$ cat config.mk
export PLATFORM = sky130hd
export DESIGN_NAME = vram_plotter_flat
export DESIGN_NICKNAME = d
export VERILOG_FILES = /design/src/rtl/vram_pkg.sv /design/src/rtl/vram_plotter_if.sv /design/src/rtl/vram_addr_gen.sv /design/src/rtl/vram_plotter.sv /design/src/flat_wrapper.sv
export SDC_FILE = /design/constraint.sdc
export NUM_CORES = 1
export LEC_CHECK = 0
export ABC_AREA = 1
export CAP_MARGIN = 20
export CORE_ASPECT_RATIO = 1.25
export CORE_MARGIN = 2
export CORE_UTILIZATION = 49
export CTS_CLUSTER_DIAMETER = 50
export DETAILED_ROUTE_END_ITERATION = 16
export HOLD_SLACK_MARGIN = 0.1
export PLACE_DENSITY = 0.77
export SYNTH_ARGS = -nofsm -noshare
export SYNTH_HDL_FRONTEND = slang
export SYNTH_SLANG_ARGS = --single-unit
export TNS_END_PERCENT = 50
$ cat constraint.sdc
create_clock -name clock -period 1.89 [get_ports clock]
set_input_delay 0.2835 -clock clock [delete_from_list [all_inputs] [get_ports clock]]
set_output_delay 0.2835 -clock clock [all_outputs]
set_load 0.1 [all_outputs]
$ cat src/rtl/vram_pkg.sv
// Shared constants, command payload and FSM state encoding for the VRAM write engine.
package vram_pkg;

  localparam int unsigned ADDR_W     = 13;
  localparam int unsigned DATA_W     = 8;
  localparam int unsigned COORD_W    = 8;
  localparam int unsigned BMP_BYTES  = 6144;
  localparam int unsigned ATTR_BYTES = 768;
  localparam int unsigned FILL_BYTES = BMP_BYTES + ATTR_BYTES;
  localparam int unsigned ROWS       = 192;

  localparam logic [ADDR_W-1:0] BMP_BASE  = 13'h0000;
  localparam logic [ADDR_W-1:0] ATTR_BASE = 13'h1800;

  typedef enum logic [1:0] {
    OP_SET  = 2'b00,
    OP_CLR  = 2'b01,
    OP_XOR  = 2'b10,
    OP_FILL = 2'b11
  } op_e;

  typedef enum logic [2:0] {
    ST_IDLE,
    ST_RD,
    ST_WAIT,
    ST_WR,
    ST_ATTR,
    ST_FILL
  } state_e;

  typedef struct packed {
    op_e                op;
    logic [COORD_W-1:0] x;
    logic [COORD_W-1:0] y;
    logic [DATA_W-1:0]  color;
  } cmd_t;

  // Linear fill index -> VRAM address: bitmap bytes first, then attributes.
  function automatic logic [ADDR_W-1:0] fill_addr(input logic [ADDR_W-1:0] n);
    if (n < ADDR_W'(BMP_BYTES)) return BMP_BASE + n;
    return ATTR_BASE + (n - ADDR_W'(BMP_BYTES));
  endfunction

endpackage

$ cat src/rtl/vram_plotter_if.sv
// Command handshake plus dedicated VRAM write-port signals of the plotter.
interface vram_plotter_if;
  import vram_pkg::*;

  logic                cmd_valid;
  logic                cmd_ready;
  logic [1:0]          cmd_op;
  logic [COORD_W-1:0]  cmd_x;
  logic [COORD_W-1:0]  cmd_y;
  logic [DATA_W-1:0]   cmd_color;
  logic [ADDR_W-1:0]   mem_addr;
  logic [DATA_W-1:0]   mem_wdata;
  logic                mem_we;
  logic [DATA_W-1:0]   mem_rdata;

  // Command source and VRAM side.
  modport master (
    output cmd_valid, cmd_op, cmd_x, cmd_y, cmd_color, mem_rdata,
    input  cmd_ready, mem_addr, mem_wdata, mem_we
  );

  // Plotter engine side.
  modport slave (
    input  cmd_valid, cmd_op, cmd_x, cmd_y, cmd_color, mem_rdata,
    output cmd_ready, mem_addr, mem_wdata, mem_we
  );

endinterface

$ cat src/rtl/vram_addr_gen.sv
// Pixel coordinate -> bitmap byte address, attribute cell address and pixel bit mask.
module vram_addr_gen
  import vram_pkg::*;
(
  input  logic [COORD_W-1:0] x,
  input  logic [COORD_W-1:0] y,
  output logic [ADDR_W-1:0]  bmp_addr_c,
  output logic [ADDR_W-1:0]  attr_addr_c,
  output logic [DATA_W-1:0]  mask_c
);

  assign bmp_addr_c  = BMP_BASE | {y, x[7:3]};
  assign attr_addr_c = ATTR_BASE | ADDR_W'({y[7:3], x[7:3]});
  // MSB of each bitmap byte is the leftmost pixel.
  assign mask_c      = 8'h80 >> x[2:0];

endmodule

$ cat src/rtl/vram_plotter.sv
// VRAM write engine: single-pixel read-modify-write with attribute update, and screen fill.
module vram_plotter
  import vram_pkg::*;
(
  input  logic           clock,
  input  logic           reset_n,
  vram_plotter_if.slave  bus
);

  localparam logic [COORD_W-1:0] ROW_LIMIT = COORD_W'(ROWS);
  localparam logic [ADDR_W-1:0]  FILL_END  = ADDR_W'(FILL_BYTES);
  localparam logic [ADDR_W-1:0]  BMP_END   = ADDR_W'(BMP_BYTES);

  state_e              state, state_d;
  cmd_t                cmd_q, cmd_d;
  logic [ADDR_W-1:0]   cnt, cnt_d;
  logic [ADDR_W-1:0]   addr_q, addr_d;
  logic [DATA_W-1:0]   wdata_q, wdata_d;
  logic                we_q, we_d;

  logic [COORD_W-1:0]  gen_x, gen_y;
  logic [ADDR_W-1:0]   bmp_addr_c, attr_addr_c;
  logic [DATA_W-1:0]   mask_c;

  // Address generator sees the incoming command while idle, the held one while busy.
  assign gen_x = (state == ST_IDLE) ? bus.cmd_x : cmd_q.x;
  assign gen_y = (state == ST_IDLE) ? bus.cmd_y : cmd_q.y;

  vram_addr_gen u_addr_gen (
    .x           (gen_x),
    .y           (gen_y),
    .bmp_addr_c  (bmp_addr_c),
    .attr_addr_c (attr_addr_c),
    .mask_c      (mask_c)
  );

  assign bus.cmd_ready = (state == ST_IDLE);
  assign bus.mem_addr  = addr_q;
  assign bus.mem_wdata = wdata_q;
  assign bus.mem_we    = we_q;

  always_ff @(posedge clock or negedge reset_n) begin
    if (!reset_n) begin
      state   <= ST_IDLE;
      cmd_q   <= '0;
      cnt     <= '0;
      addr_q  <= '0;
      wdata_q <= '0;
      we_q    <= 1'b0;
    end else begin
      state   <= state_d;
      cmd_q   <= cmd_d;
      cnt     <= cnt_d;
      addr_q  <= addr_d;
      wdata_q <= wdata_d;
      we_q    <= we_d;
    end
  end

  always_comb begin
    state_d = state;
    cmd_d   = cmd_q;
    cnt_d   = cnt;
    addr_d  = addr_q;
    wdata_d = wdata_q;
    we_d    = 1'b0;

    case (state)
      ST_IDLE: begin
        if (bus.cmd_valid) begin
          cmd_d.op    = op_e'(bus.cmd_op);
          cmd_d.x     = bus.cmd_x;
          cmd_d.y     = bus.cmd_y;
          cmd_d.color = bus.cmd_color;
          if (op_e'(bus.cmd_op) == OP_FILL) begin
            state_d = ST_FILL;
            addr_d  = fill_addr('0);
            wdata_d = '0;
            we_d    = 1'b1;
            cnt_d   = ADDR_W'(1);
          end else if (bus.cmd_y >= ROW_LIMIT) begin
            // Off-screen pixel: one idle cycle through ATTR with no write.
            state_d = ST_ATTR;
          end else begin
            state_d = ST_RD;
            addr_d  = bmp_addr_c;
          end
        end
      end

      ST_RD:   state_d = ST_WAIT;

      ST_WAIT: begin
        state_d = ST_WR;
        addr_d  = bmp_addr_c;
        we_d    = 1'b1;
        case (cmd_q.op)
          OP_SET:  wdata_d = bus.mem_rdata | mask_c;
          OP_CLR:  wdata_d = bus.mem_rdata & ~mask_c;
          default: wdata_d = bus.mem_rdata ^ mask_c;
        endcase
      end

      ST_WR: begin
        if (cmd_q.op == OP_SET) begin
          state_d = ST_ATTR;
          addr_d  = attr_addr_c;
          wdata_d = cmd_q.color;
          we_d    = 1'b1;
        end else begin
          state_d = ST_IDLE;
        end
      end

      ST_ATTR: state_d = ST_IDLE;

      ST_FILL: begin
        if (cnt == FILL_END) begin
          state_d = ST_IDLE;
        end else begin
          addr_d  = fill_addr(cnt);
          wdata_d = (cnt < BMP_END) ? '0 : cmd_q.color;
          we_d    = 1'b1;
          cnt_d   = cnt + ADDR_W'(1);
        end
      end

      default: state_d = ST_IDLE;
    endcase
  end

endmodule
$ cat src/flat_wrapper.sv
// flat-port wrapper written by rule: the top's interface ports become plain ports
module vram_plotter_flat import vram_pkg::*;
  (clock, reset_n, bus_cmd_valid, bus_cmd_op, bus_cmd_x, bus_cmd_y, bus_cmd_color, bus_mem_rdata, bus_cmd_ready, bus_mem_addr, bus_mem_wdata, bus_mem_we);
  vram_plotter_if bus_i ();
  input  logic clock;
  input  logic reset_n;
  input wire logic [$bits(bus_i.cmd_valid)-1:0] bus_cmd_valid;
  input wire logic [$bits(bus_i.cmd_op)-1:0] bus_cmd_op;
  input wire logic [$bits(bus_i.cmd_x)-1:0] bus_cmd_x;
  input wire logic [$bits(bus_i.cmd_y)-1:0] bus_cmd_y;
  input wire logic [$bits(bus_i.cmd_color)-1:0] bus_cmd_color;
  input wire logic [$bits(bus_i.mem_rdata)-1:0] bus_mem_rdata;
  output wire logic [$bits(bus_i.cmd_ready)-1:0] bus_cmd_ready;
  output wire logic [$bits(bus_i.mem_addr)-1:0] bus_mem_addr;
  output wire logic [$bits(bus_i.mem_wdata)-1:0] bus_mem_wdata;
  output wire logic [$bits(bus_i.mem_we)-1:0] bus_mem_we;
  assign bus_i.cmd_valid = bus_cmd_valid;
  assign bus_i.cmd_op = bus_cmd_op;
  assign bus_i.cmd_x = bus_cmd_x;
  assign bus_i.cmd_y = bus_cmd_y;
  assign bus_i.cmd_color = bus_cmd_color;
  assign bus_i.mem_rdata = bus_mem_rdata;
  assign bus_cmd_ready = bus_i.cmd_ready;
  assign bus_mem_addr = bus_i.mem_addr;
  assign bus_mem_wdata = bus_i.mem_wdata;
  assign bus_mem_we = bus_i.mem_we;
  vram_plotter u_core (.clock(clock), .reset_n(reset_n), .bus(bus_i));
endmodule
Word-level counts from Yosys, hierarchy flattened
Index checks and enable logic that the tools add are counted.
{ "word_totals": {"wordCells": 76, "out_inout_bits": 23, "register_bits": 64} }
{ "classes": {"addsub": 3, "shift": 1, "n_reduce_logical": 9, "mux": 35, "n_bitwise": 4, "n_lt_le_gt_ge": 2, "n_eq_ne": 13} }
{ "ops": {"columns": ["op", "n"], "rows": [
  ["$mux W13", 10],
  ["$mux W8", 7],
  ["$pmux W13 S4", 1],
  ["$pmux W8 S4", 1],
  ["$pmux W13 S2", 1],
  ["$pmux W8 S2", 1],
  ["$mux W3", 5],
  ["$pmux W3 S5", 1],
  ["$add A13 B1 Y13 const B", 1],
  ["$add A13 B13 Y13 const A", 1],
  ["$eq A13 B13 Y1 const B", 1],
  ["$lt A13 B13 Y1 const B", 1],
  ["$sub A13 B13 Y13 const B", 1],
  ["$reduce_and A5 Y1", 2],
  ["$and A8 B8 Y8", 1],
  ["$ge A8 B8 Y1 const B", 1],
  ["$not A8 Y8", 1],
  ["$or A8 B8 Y8", 1],
  ["$shr A8 B3 Y8 const A", 1],
  ["$xor A8 B8 Y8", 1],
  ["$mux W1", 7],
  ["$eq A3 B2 Y1 const B", 2],
  ["$ne A2 B1 Y1 const B", 3],
  ["$ne A2 B2 Y1 const B", 2],
  ["other kinds (12)", 13]
]} }

Depth between registers and ports, before layout
Gate-level depths: netlist of the first run.
{ "depth": {"depth_word": 7, "ltp_mapped": 15} }

Cells and area by module
A second synthesis of the first run with hierarchy kept.
{ "hier_totals": {"cells_unflattened": 646, "hier_area_um2": 4466.8} }
{ "modules_own_cells": {"columns": ["module", "area_each_um2", "cells_each", "instances"], "rows": [
  ["vram_plotter", 4207.8, 603, 1],
  ["vram_addr_gen", 259.0, 43, 1]
]} }

Least setup slack after synthesis of the first run
OpenSTA, ideal clock, no wires.
{ "synth_timing": {"path_type": "reg-to-reg", "from": "register u_core.state[0]", "to": "register u_core.wdata_q[0] (netlist: u_core.bus.mem_wdata[0])", "period_less_slack_ns": 2.148, "arrival_ns": 2.026, "setup_slack_ns": -0.258, "stages_incl_launch_ff": 15, "setup_ns": 0.122, "path_buffers": 0, "required_time_ns": 1.768, "cell_sequence": "dfrtp_1 > nor2_4 > nand2_4 > inv_4 > or2_2 > o21ai_2 > nor2_1 > nand2_1 > ha_1 > nand2_1 > nand2_1 > o21ai_0 > nand2_1 > nand2_1 > nand2_1"} }
{ "synth_via": {"elab_chain_len": 7, "elab_cells_between_ends": 18, "cone_classes": "eq/ne: 7; shift: 1; mux: 3; bitwise: 4; reduce/logical: 3"} }
{ "synth_lines": {"columns": ["element", "line", "source"], "rows": [
  ["start, declared", "vram_plotter.sv:14", "state_e state, state_d;"],
  ["start signal, assigned", "vram_plotter.sv:51", "state <= state_d;"],
  ["$logic_not A3 Y1 *", null, null],
  ["net bus_cmd_ready", "flat_wrapper.sv:13", "output wire logic [$bits(bus_i.cmd_ready)-1:0] bus_cmd_ready;"],
  ["$mux W8", "vram_plotter.sv:26", "assign gen_x = (state == ST_IDLE) ? bus.cmd_x : cmd_q.x;"],
  ["$shr A8 B3 Y8", "vram_addr_gen.sv:15", "assign mask_c = 8'h80 >> x[2:0];"],
  ["$not A8 Y8", "vram_plotter.sv:99", "OP_CLR: wdata_d = bus.mem_rdata & ~mask_c;"],
  ["$and A8 B8 Y8", "vram_plotter.sv:99", null],
  ["$pmux W8 S2", "vram_plotter.sv:97", "case (cmd_q.op)"],
  ["$pmux W8 S4", "vram_plotter.sv:68", "case (state)"],
  ["end signal, assigned", "vram_plotter.sv:55", "wdata_q <= wdata_d;"],
  ["end, declared", "vram_plotter.sv:18", "logic [DATA_W-1:0] wdata_q, wdata_d;"]
]} }
The timed path passes the listed nets; every way through them passes the cells marked *.
A chain may end at the register's enable or synchronous reset.

Worst setup path after layout of the first run
{ "layout_timing": {"from": "register u_core.state[0]", "to": "register u_core.wdata_q[7] (netlist: u_core.bus.mem_wdata[7])"} }
{ "layout_via": {"elab_chain_len": 7, "elab_cells_between_ends": 18, "cone_classes": "eq/ne: 7; shift: 1; mux: 3; bitwise: 4; reduce/logical: 3"} }
{ "layout_lines": {"columns": ["element", "line"], "rows": [
  ["$logic_not A3 Y1", "vram_plotter.sv:26, vram_plotter.sv:68"],
  ["$mux W8", "vram_plotter.sv:26"],
  ["$shr A8 B3 Y8", "vram_addr_gen.sv:15"],
  ["$not A8 Y8", "vram_plotter.sv:99"],
  ["$and A8 B8 Y8", "vram_plotter.sv:99"],
  ["$pmux W8 S2", "vram_plotter.sv:97"],
  ["$pmux W8 S4", "vram_plotter.sv:68"]
]} }
Several ways; a longest one is shown, not always the timed one.

==> summary.md, run 1 <==
| Metric | Value |
|---|---|
| Status | finished, violations left |
| Failing checks | setup timing |
| Post-route minimum period | 2085 ps |
| Ant diodes | 0 |
| Setup Crit Path Kind | reg -> reg |
| Die height | 102.8 um |
| Primary FF master, synth | dfrtp_1 |
| Count of pins over their slew limit | 0 |
| DR vias | 3,770 |
| Maximum clock rate | 479.7 MHz |
| Tightest Pin Transition | 357.1 ps |
| Cell count after synthesis | 522 |
| Post-route cell area | 5141 um^2 |
| Clock transition at path regs | 80 ps |
| FFs w/ async S/R, synth | 100.0% |
| First-pass GRT wire length | 16.51 mm |
| Max-slew headroom | 76.16% |
| HPWL after DPL | 7.495 mm |
| CTS Sinks | 64 |
| Bufs on Longest Clock Path | 2 |
| Final setup vio count | 8 |
| Starting DRT DRC Count | 211 |
| Net Count, Synth | 577 |
| Total of fill cells in the finished design | 665 |
| Seq cells post-synth | 64 |
| Routed Antenna Nets | 0 |
| Max cap viols | 0 |
| Nets | 669 |
| TritonCTS buffer count | 9 |
| Clock latency on the worst-skew pair | 360 ps |
| Drt via density | 5.280 |
| Port-buffer cells | 59 |
| Routed length per placed instance | 14.94 um |
| Placed cell areas | 4672 um^2 |
| Critical Path AT | 2380 ps |
| Final period util | 110.3% |
| CTS tree | yes |
| Hold slack | 450.8 ps |
| Crit-path max FO | 6 |
| Pleak | 0.002591 uW |
| Synthesis-to-layout area growth | 34.24% |
| Register area share after synthesis | 41.82% |
| GP Congestion | 0.8775 |
| Post-synth EDFFs | 0 |
| Die area | 8544 um^2 |
| Placed cells | 693 |
| Largest net degree at the start of global routing | 65 |
| Synthesized area per cell | 7.337 um^2 |
| YS warnings | 0 |
| Die span in x | 83.08 um |
| I/O pins | 60 |
| Vias in the first global route | 3,594 |
| Non-Filler Instances | 714 |
| Pre-antenna DRT Iters | 6 |
| Final core occ | 66.75% |
| Setup ws final | -194.7 ps |
| Tot GR Track Use | 24.55% |
| RSZ-0062 raised after global routing | true |
| # H-tree levels | 3 |
| HP Class | in -> async |
| Root Buffer | clkbuf_8 |
| Core box area | 7702 um^2 |
| Hold Fails Final Rpt | 0 |
| Final Skew | 7.496 ps |
| Core Rows | 36 |
| DRC | 0 |
| Share of cells above drive strength 1 | 22.13% |
| Antenna violations before repair | 0 |
| Final wirelength | 10.67 mm |
| CP Capture Type | flop |
| Netlist cell types | 32 |
| DP Worst Slack | -247.9 ps |
| Type of origin of the critical path | flop |
| Synth Cell Area | 3830 um^2 |
| VDD IR max | 411.2 uV |
| Total grt overflow | 0 |
| Initial Util | 49.72% |
| WP data required | 2180 ps |
| PD cells | 540.8 nW/um^2 |
through the flow:
stage | TNS, ps | total power (uW)
6_report | -1194 | 2780
5_1_grt | -2045 | 2861
4_1_cts | -561.1 | 2779
3_5_place_dp | -2452 | 1549
3_3_place_gp | -1558 | 1545
2_1_floorplan | -885.0 | 1421
layout by cell type, fill, tap and decap left out, types with 2 or more instances in the layout:
cell type	synthesis	routed
a21oi_1	15	15
buf_12	0	3
buf_4	1	52
clkbuf_8	0	10
clkdlybuf4s50_1	0	35
clkinvlp_4	0	2
dfrtp_1	64	63
ha_1	18	13
ha_4	0	5
inv_1	57	54
inv_2	4	6
mux2_2	6	6
nand2_1	159	148
nand2_2	3	13
nand3_1	27	27
nand3_2	2	2
nand4_1	7	7
nor2_1	57	48
nor2_2	1	4
nor2_4	1	7
nor3_1	11	6
nor3_2	0	4
o211ai_1	2	2
o21ai_0	53	38
o21ai_1	3	15
o21ai_2	3	3
o21ai_4	0	3
o22ai_1	4	4
or2_2	3	2
xor2_1	4	4
state kept, by name (all words and copies together) (netlist names):
register              flops
u_core.state              3
u_core.bus.mem_addr      13
u_core.bus.mem_wdata      8
u_core.cmd_q             26
u_core.cnt               13
u_core.bus.mem_we         1
Yosys cell counts, types with 2 or more instances:
cell | instances | area share (%)
buf_6 | 3 | 0.88
nor3_1 | 11 | 1.4
o211ai_1 | 2 | 0.39
nand3_2 | 2 | 0.52
mux2_2 | 6 | 1.8
ha_1 | 18 | 5.9
o21ai_2 | 3 | 0.69
inv_1 | 57 | 5.6
clkbuf_1 | 3 | 0.29
buf_2 | 5 | 0.65
o21ai_0 | 53 | 6.9
nand2_2 | 3 | 0.49
nand4_1 | 7 | 1.1
nand2_1 | 159 | 16
nor2_1 | 57 | 5.6
dfrtp_1 | 64 | 42
nand3_1 | 27 | 3.5
o22ai_1 | 4 | 0.65
or2_2 | 3 | 0.49
inv_2 | 4 | 0.39
a21oi_1 | 15 | 2.0
o21ai_1 | 3 | 0.39
xor2_1 | 4 | 0.91
repair_timing:
item,4_1_cts,5_1_grt
hold buffers,1,0
endpoints found under the setup margin,8,23
endpoints found under the hold margin,64,0
cloned,0,0
pin swaps,9,26
buffers inserted,2,2
gates resized for setup,19,40
routing by layer:
metal	track usage [%]	wire length, um	part of all wire [%]	up-vias
met5	0	0	0	-
li1	-	-	-	1847
met3	4.243	364	3.4	20
met1	27.03	4282	40	1795
met2	47.33	5801	54	108
met4	9.584	219	2.1	0
area by class of cell:
cell class / count / area (um^2) / share of cell area, %
Timing Repair Buffer: 93 / 827.0 / 16.09
Multi-Input combinational cell: 383 / 2136 / 41.54
Inverter: 63 / 251.5 / 4.892
Tap cell: 95 / 118.9 / 2.312
Sequential cell: 64 / 1603 / 31.18
Clock inverter: 6 / 67.56 / 1.314
Clock buffer: 10 / 137.6 / 2.677
critical path, stage by stage, from the launching register on:
cell and delay (ps):
dfrtp_2 420, nor2_4 180, nand2_8 130, o21ai_4 260
inv_2 110, nor2_4 130, nand2_1 90, ha_1 300
nor2_2 40, nor3_2 190, o21ai_1 80, nand2_1 80
power breakdown:
part           total, uW  switching, uW  internal (uW)  leakage, uW
clock network       1240            594            649    0.0000989
logic                169           76.4           92.6      0.00173
registers           1370              0           1370     0.000766
total               2780            671           2110      0.00259
logic make-up after synthesis:
logic type	share of synthesized area, %
XOR/XNOR	0.9146
AND/OR/NAND/NOR	29.73
buffers and inverters	8.265
adder cells (fa/ha/maj)	5.881
flip-flops	41.82
AO/OA/AOI/OAI	11.24
multiplexers	2.156
final timing paths:
| path | startpoint | endpoint | slack, ps | cells past startpoint |
|---|---|---|---|---|
| min in group clock | u_core.bus.mem_wdata[4] | u_core.bus.mem_wdata[4] | 480 | 2 |
| worst max-delay path | u_core.state[0] | u_core.bus.mem_wdata[7] | -190 | 11 |
| worst min register to register | u_core.bus.mem_wdata[4] | u_core.bus.mem_wdata[4] | 480 | 2 |
| worst max register to register | u_core.state[0] | u_core.bus.mem_wdata[7] | -190 | 11 |
| max in group asynchronous | reset_n | u_core.state[0] | 1120 | 3 |
| worst min-delay path | reset_n | u_core.bus.mem_addr[4] | 450 | 3 |
No activity file was read; power rests on OpenSTA's default activity.
==> run 2, diff against run 1 <==
Settings changed: ABC_AREA 1 to default.
==> summary.md, run 2 <==
| Metric | Value |
|---|---|
| Register area | 1602 um^2 (was 1603 um^2) |
| Dominant cell type by area after synthesis | dfrtp_1 (unchanged) |
| HP Class | in -> async (unchanged) |
| Clock latency on the worst-skew pair | 360 ps (about the same) |
| Failing checks | setup timing (unchanged) |
| Setup crit end | u_core.bus.mem_wdata[7] (unchanged) |
| VDD IR max | 490.0 uV (was 411.2 uV) |
| Maximum clock rate | 434.8 MHz (was 479.7 MHz) |
| CP cell instances | nor3_4 -> buf_6 -> mux2i_4 -> nand2_2 -> ha_1 -> nand2b_1 -> a32o_1 -> mux2_2 (was nor2_4 -> nand2_8 -> o21ai_4 -> inv_2 -> nor2_4 -> nand2_1 -> ha_1 -> nor2_2 -> nor3_2 -> o21ai_1 -> nand2_1) |
| Wl on met1 | 3.826 mm (was 4.282 mm) |
| Port-buffer cells | 59 (unchanged) |
| Final core occ | 70.05% (was 66.75%) |
| Share of cells above drive strength 1 | 37.20% (was 22.13%) |
| Seq cells post-synth | 64 (unchanged) |
| Setup ws final | -409.9 ps (was -194.7 ps) |
| Pleak | 0.002334 uW (was 0.002591 uW) |
| Clock transition at path regs | 80 ps (about the same) |
| PD cells | 583.7 nW/um^2 (was 540.8 nW/um^2) |
| Worst path bufs/invs | 1 (unchanged) |
| Bufs on Longest Clock Path | 2 (unchanged) |
| CTS Sinks | 64 (unchanged) |
| YS warnings | 0 (unchanged) |
| Final wirelength | 9.707 mm (was 10.67 mm) |
| Routed Antenna Nets | 0 (unchanged) |
| DRC | 0 (unchanged) |
| CP peak stage delay | 410 ps (was 420 ps) |
| Leading post-synthesis cells by cell area | dfrtp_1 (42%), mux2_2 (14%), ha_1 (6.0%) (was dfrtp_1 (42%), nand2_1 (16%), o21ai_0 (6.9%)) |
| First-pass GRT wire length | 15.01 mm (was 16.51 mm) |
| Starting DRT DRC Count | 210 (was 211) |
| Critical Path AT | 2540 ps (was 2380 ps) |
| Stages on worst setup path | 8 (was 11) |
| Die span in x | 82.59 um (was 83.08 um) |
| Total of fill cells in the finished design | 559 (was 665) |
| Total grt overflow | 0 (unchanged) |
| TritonCTS buffer count | 9 (unchanged) |
| Reg with most FFs | u_core.cmd_q (unchanged) |
| Netlist cell types | 48 (was 32) |
| Net Count, Synth | 408 (was 577) |
| Most frequent cell after synthesis | dfrtp_1 (was nand2_1) |
| Nets | 515 (was 669) |
| Die height | 102.2 um (was 102.8 um) |
| WP data required | 2130 ps (was 2180 ps) |
| Setup slack, reg-to-reg | -410 ps (was -190 ps) |
| Synthesized area per cell | 10.71 um^2 (was 7.337 um^2) |
| Final Skew | 8.449 ps (was 7.496 ps) |
| Setup Crit Path Kind | reg -> reg (unchanged) |
| Root Buffer | clkbuf_8 (unchanged) |
| Launch point of the critical path | u_core.state[0] (unchanged) |
| Cell family with most CP delay | simple AND/OR/NAND/NOR gates (unchanged) |
| RSZ-0062 raised after global routing | true (unchanged) |
| Ant diodes | 0 (unchanged) |
| Slowest CP cell | dfrtp_1 (was dfrtp_2) |
| Largest net degree at the start of global routing | 65 (unchanged) |
| CP Capture Type | flop (unchanged) |
| Max-slew headroom | 46.60% (was 76.16%) |
| Drt via density | 5.693 (was 5.280) |
| Tot GR Track Use | 23.80% (was 24.55%) |
| Reg-to-reg endpoint | u_core.bus.mem_wdata[7] (unchanged) |
| CTS tree | yes (unchanged) |
| Max cap viols | 0 (unchanged) |
| I/O pins | 60 (unchanged) |
| Met2 wire length | 5.160 mm (was 5.801 mm) |
| Hold Fails Final Rpt | 0 (unchanged) |
| DR vias | 3,171 (was 3,770) |
| GP Congestion | 0.8983 (was 0.8775) |
| Met3 routed WL | 476 um (was 364 um) |
| Setup TNS | -4358 ps (was -1194 ps) |
| Crit-path max FO | 4 (was 6) |
| Tightest Pin Transition | 797.5 ps (was 357.1 ps) |
| Core box area | 7445 um^2 (was 7702 um^2) |
| Type of origin of the critical path | flop (unchanged) |
| Final period util | 121.7% (was 110.3%) |
| Worst r2r path cells | 8 (was 11) |
| Post-route minimum period | 2300 ps (was 2085 ps) |
| Initial Util | 50.81% (was 49.72%) |
| Post-synth EDFFs | 0 (unchanged) |
| Pre-antenna DRT Iters | 4 (was 6) |
| Reg-to-Reg Start | u_core.state[0] (unchanged) |
| Top Layer Used | met4 (unchanged) |
| Hold slack | 473.7 ps (was 450.8 ps) |
| FFs w/ async S/R, synth | 100.0% (unchanged) |
| HPWL after DPL | 6.671 mm (was 7.495 mm) |
| Commonest cells after routing, fill and taps aside | buf_4 (65), dfrtp_1 (64), mux2_2 (48) (was nand2_1 (148), dfrtp_1 (63), inv_1 (54)) |
| DP Worst Slack | -400.2 ps (was -247.9 ps) |
| Post-synth top cells | dfrtp_1 (64), mux2_2 (48), nand2_1 (33), mux2i_1 (20), ha_1 (18) (was nand2_1 (159), dfrtp_1 (64), inv_1 (57), nor2_1 (57), o21ai_0 (53)) |
| Most common cell after layout, fill and taps aside | buf_4 (was nand2_1) |
| Final setup vio count | 24 (was 8) |
| Vias in the first global route | 3,101 (was 3,594) |
| Synth Cell Area | 3782 um^2 (was 3830 um^2) |
| Antenna violations before repair | 0 (unchanged) |
| Largest register FFs | 26 (unchanged) |
| Cell count after synthesis | 353 (was 522) |
| Primary FF master, synth | dfrtp_1 (unchanged) |
| Core Rows | 35 (was 36) |
| Status | finished, violations left (unchanged) |
| Count of pins over their slew limit | 0 (unchanged) |
| Die area | 8443 um^2 (was 8544 um^2) |
| # H-tree levels | 3 (unchanged) |
| Synthesis-to-layout area growth | 37.88% (was 34.24%) |
| Routed length per placed instance | 17.43 um (was 14.94 um) |
| Synth top area share | 42.34% (was 41.82%) |
| Area occupied by multi-input gates | 2125 um^2 (was 2136 um^2) |
| Register area share after synthesis | 42.34% (was 41.82%) |
## run 2: changes by cell type after synthesis, sizes merged, moves of 7 or more
cell / before / now
nor2: 59 / 10
mux2i: 0 / 20
a21oi: 16 / 6
o21ai: 59 / 12
mux2: 7 / 48
nand3: 29 / 11
nor3: 11 / 4
nand2b: 0 / 8
o31ai: 0 / 15
inv: 62 / 14
nor2b: 0 / 11
nand2: 163 / 33
## run 2: where the power goes
group          total, uW  internal, uW  switching (uW)
Clock               1500           919             582
Sequential          1370          1370               0
Combinational        175          98.3            76.5
Total               3040          2390             659
## run 2: kinds of logic after synthesis
group,after synthesis,synth area share (%)
buffers and inverters,34,4.036
xor gates and xnor gates,3,0.6948
DFF,64,42.34
and+or+nand+nor,103,15.08
muxes,68,19.58
AOI/OAI and AO/OA,63,12.31
adders and majority gates,18,5.954
## run 2: how the worst min path moves through the flow
stage | startpoint | to | cells after the start
3_3_place_gp | reset_n | u_core.cmd_q[0] | 2
4_1_cts | reset_n | u_core.cmd_q[0] | 3
3_5_place_dp | reset_n | u_core.cmd_q[0] | 2
6_report | reset_n | u_core.cmd_q[0] | 3
2_1_floorplan | reset_n | u_core.bus.mem_addr[0] | 0
5_1_grt | reset_n | u_core.cmd_q[0] | 3
## run 2: tightest hold or removal path, stage by stage
cell and delay (ps):
dlygate4sd3_1 530, buf_2 120, buf_12 290
## run 2: stage by stage
step	total power, uW	area [um^2]	cells
floorplan	1427	3829	353
global route	3145	5215	557
finish	3044	5215	557
detailed placement	1565	4718	528
CTS	3060	5042	546
global placement	1561	4718	528
## run 2: layout make-up
class / count / area share, %
Clock buffer: 10 / 2.639
Clock inverter: 6 / 2.207
Inverter: 14 / 1.008
Multi-Input combinational cell: 255 / 40.74
Sequential cell: 64 / 30.71
Tap cell: 92 / 2.207
Timing Repair Buffer: 116 / 20.49
## run 2: repair_timing
item / 4_1_cts / 5_1_grt
pin swaps: 2 / 7
endpoints found under the hold margin: 64 / 0
cloned: 0 / 2
buffers inserted: 1 / 10
resized for setup: 14 / 22
endpoints found under the setup margin: 27 / 57
hold buffers: 1 / 0
## run 2: per-layer routing
metal	vias up	track usage, %
li1	1505	-
met3	20	5.035
met2	86	41.25
met5	-	0
met1	1560	27.97
met4	0	10.72
==> run 3, diff against run 2 <==
Settings changed: CORE_UTILIZATION 49 to 54, PLACE_DENSITY 0.77 to 0.8.
Clock period 1.89 ns to 2.3 ns, I/O delays scaled along.
==> summary.md, run 3 (synthesis results as in run 2) <==
| Metric | Value |
|---|---|
| Status | finished, violations left (unchanged) |
| Failing checks | setup timing (unchanged) |
| Sequential Power Share | 49.2% (was 45.0%) |
| Final setup vio count | 1 (was 24) |
| Hold Fails Final Rpt | 0 (unchanged) |
| Die height | 97.57 um (was 102.2 um) |
| Share of cells above drive strength 1 | 30.23% (was 37.20%) |
| Logic pwr share | 6.0% (was 5.7%) |
| Setup Crit Path Kind | reg -> reg (unchanged) |
| RSZ-0062 raised after global routing | true (unchanged) |
| Count of pins over their slew limit | 0 (unchanged) |
| First-pass GRT wire length | 14.78 mm (was 15.01 mm) |
| Clock latency on the worst-skew pair | 350 ps (was 360 ps) |
| Commonest cells after routing, fill and taps aside | dfrtp_1 (64), buf_4 (48), mux2_2 (47) (was buf_4 (65), dfrtp_1 (64), mux2_2 (48)) |
| Post-route minimum period | 2310 ps (was 2300 ps) |
| Max cap viols | 0 (unchanged) |
| VDD IR max | 379.5 uV (was 490.0 uV) |
| Setup ws final | -10.18 ps (was -409.9 ps) |
| Internal power | 1744 uW (was 2385 uW) |
| Core box area | 6892 um^2 (was 7445 um^2) |
| Reg with most FFs | u_core.cmd_q (unchanged) |
| Switch Pwr | 542.0 uW (was 658.6 uW) |
| Critical Path AT | 2540 ps (about the same) |
| Routed Antenna Nets | 0 (unchanged) |
| Routed length per placed instance | 17.04 um (was 17.43 um) |
| Sw frac | 23.71% (was 21.64%) |
| HPWL after DPL | 6.658 mm (was 6.671 mm) |
| Largest net degree at the start of global routing | 29 (was 65) |
| Power, Total | 2286 uW (was 3044 uW) |
| I/O pins | 60 (unchanged) |
| Tot GR Track Use | 24.78% (was 23.80%) |
| TritonCTS buffer count | 9 (unchanged) |
| Largest register FFs | 26 (unchanged) |
| Tightest Pin Transition | 535.8 ps (was 797.5 ps) |
| Final wirelength | 9.030 mm (was 9.707 mm) |
| Core Rows | 34 (was 35) |
| PD cells | 471.0 nW/um^2 (was 583.7 nW/um^2) |
| Final core occ | 70.41% (was 70.05%) |
| GP Congestion | 0.8426 (was 0.8983) |
| WP data required | 2530 ps (was 2130 ps) |
| Pre-antenna DRT Iters | 4 (unchanged) |
| Total grt overflow | 0 (unchanged) |
| HP Class | reg -> reg (was in -> async) |
| Crit-path max FO | 4 (unchanged) |
| CTS Sinks | 64 (unchanged) |
| Nets | 490 (was 515) |
| Clock network power share | 44.9% (was 49.3%) |
| Port-buffer cells | 59 (unchanged) |
| Total of fill cells in the finished design | 515 (was 559) |
| Placed cell areas | 4596 um^2 (was 4718 um^2) |
| Max-slew headroom | 64.28% (was 46.60%) |
| Initial Util | 54.88% (was 50.81%) |
| Clock transition at path regs | 80 ps (about the same) |
| Type of origin of the critical path | flop (unchanged) |
| DR vias | 3,048 (was 3,171) |
| # H-tree levels | 3 (unchanged) |
| Starting DRT DRC Count | 173 (was 210) |
| DRC | 0 (unchanged) |
| Post-route cell area | 4852 um^2 (was 5215 um^2) |
| Maximum clock rate | 432.9 MHz (was 434.8 MHz) |
| Most common cell after layout, fill and taps aside | dfrtp_1 (was buf_4) |
| Final period util | 100.4% (was 121.7%) |
| Vias in the first global route | 3,178 (was 3,101) |
| Pleak | 0.002168 uW (was 0.002334 uW) |
| Antenna violations before repair | 0 (unchanged) |
| Die area | 7694 um^2 (was 8443 um^2) |
| Final Skew | 9.271 ps (was 8.449 ps) |
| Die span in x | 78.86 um (was 82.59 um) |
| Root Buffer | clkbuf_8 (unchanged) |
| CTS tree | yes (unchanged) |
| Bufs on Longest Clock Path | 2 (unchanged) |
| Synthesis-to-layout area growth | 28.28% (was 37.88%) |
| Ant diodes | 0 (unchanged) |
| Drt via density | 5.751 (was 5.693) |
| CP Capture Type | flop (unchanged) |
## run 3: changes by cell type in the layout (fill, tap and decap cells not counted), sizes merged
cell	previous run	this run
inv	15	17
clkbuf	12	10
buf	78	55
bufinv	3	1
clkinv	1	2
clkinvlp	1	0
## run 3: timing repair
action	4_1_cts	5_1_grt
setup buffers	0	1
setup endpoints to repair	2	12
pin swaps	1	1
gates cloned	0	0
hold buffers	1	0
hold endpoints to repair	19	0
resized for setup	0	6
## run 3: path summary, 6_finish.rpt
| kind | from | end | slack (ps) | depth (start not counted) |
|---|---|---|---|---|
| max reg2reg | u_core.state[1] | u_core.bus.mem_wdata[7] | -10 | 8 |
| min in group asynchronous | reset_n | u_core.cmd_q[6] | 520 | 2 |
| max | u_core.state[1] | u_core.bus.mem_wdata[7] | -10 | 8 |
| min | u_core.cmd_q[20] | u_core.cmd_q[20] | 510 | 1 |
| max in group asynchronous | reset_n | u_core.cmd_q[20] | 1150 | 3 |
| min reg2reg | u_core.cmd_q[20] | u_core.cmd_q[20] | 510 | 1 |
## run 3: worst max-delay path, stage by stage, from the launching register on
cell and delay (ps):
dfrtp_1 420, nor3_4 280, buf_6 150, mux2i_4 270
nand2_2 110, ha_2 190, a211o_1 260, a32o_1 250
mux2_4 260
## run 3: routing by layer
metal | up-vias | GRT usage (%) | share of wire (%)
li1 | 1458 | - | -
met5 | - | 0 | 0
met3 | 23 | 4.089 | 3.9
met2 | 86 | 44.25 | 53
met1 | 1481 | 27.88 | 39
met4 | 0 | 12.86 | 3.4
## run 3: metrics by stage
stage,std cells,setup slack (ps),TNS [ps],hold WS (ps)
after floorplan,353,-288.9,-1566,49.41
after global placement,511,15.59,0,345.3
after detailed placement,511,-42.43,-84.89,350.5
after CTS,528,-12.22,-14.15,512.3
after global routing,530,-112.9,-615.4,518.0
final,530,-10.18,-10.18,514.3
## run 3: layout make-up
type	instances	area [um^2]	area share, %
Inverter	14	52.55	1.083
Clock inverter	6	73.82	1.521
Tap cell	90	112.6	2.321
Timing Repair Buffer	91	813.3	16.76
Sequential cell	64	1602	33.01
Clock buffer	10	137.6	2.837
Multi-Input combinational cell	255	2061	42.47
## run 3: power groups by stage
stage | sequential [uW] | clock (uW) | combinational [uW]
floorplan | 1150 | 0 | 25.9
global placement | 1150 | 0 | 130
detailed placement | 1150 | 0 | 135
CTS | 1120 | 1040 | 137
global route | 1120 | 1100 | 150
finish | 1120 | 1030 | 136
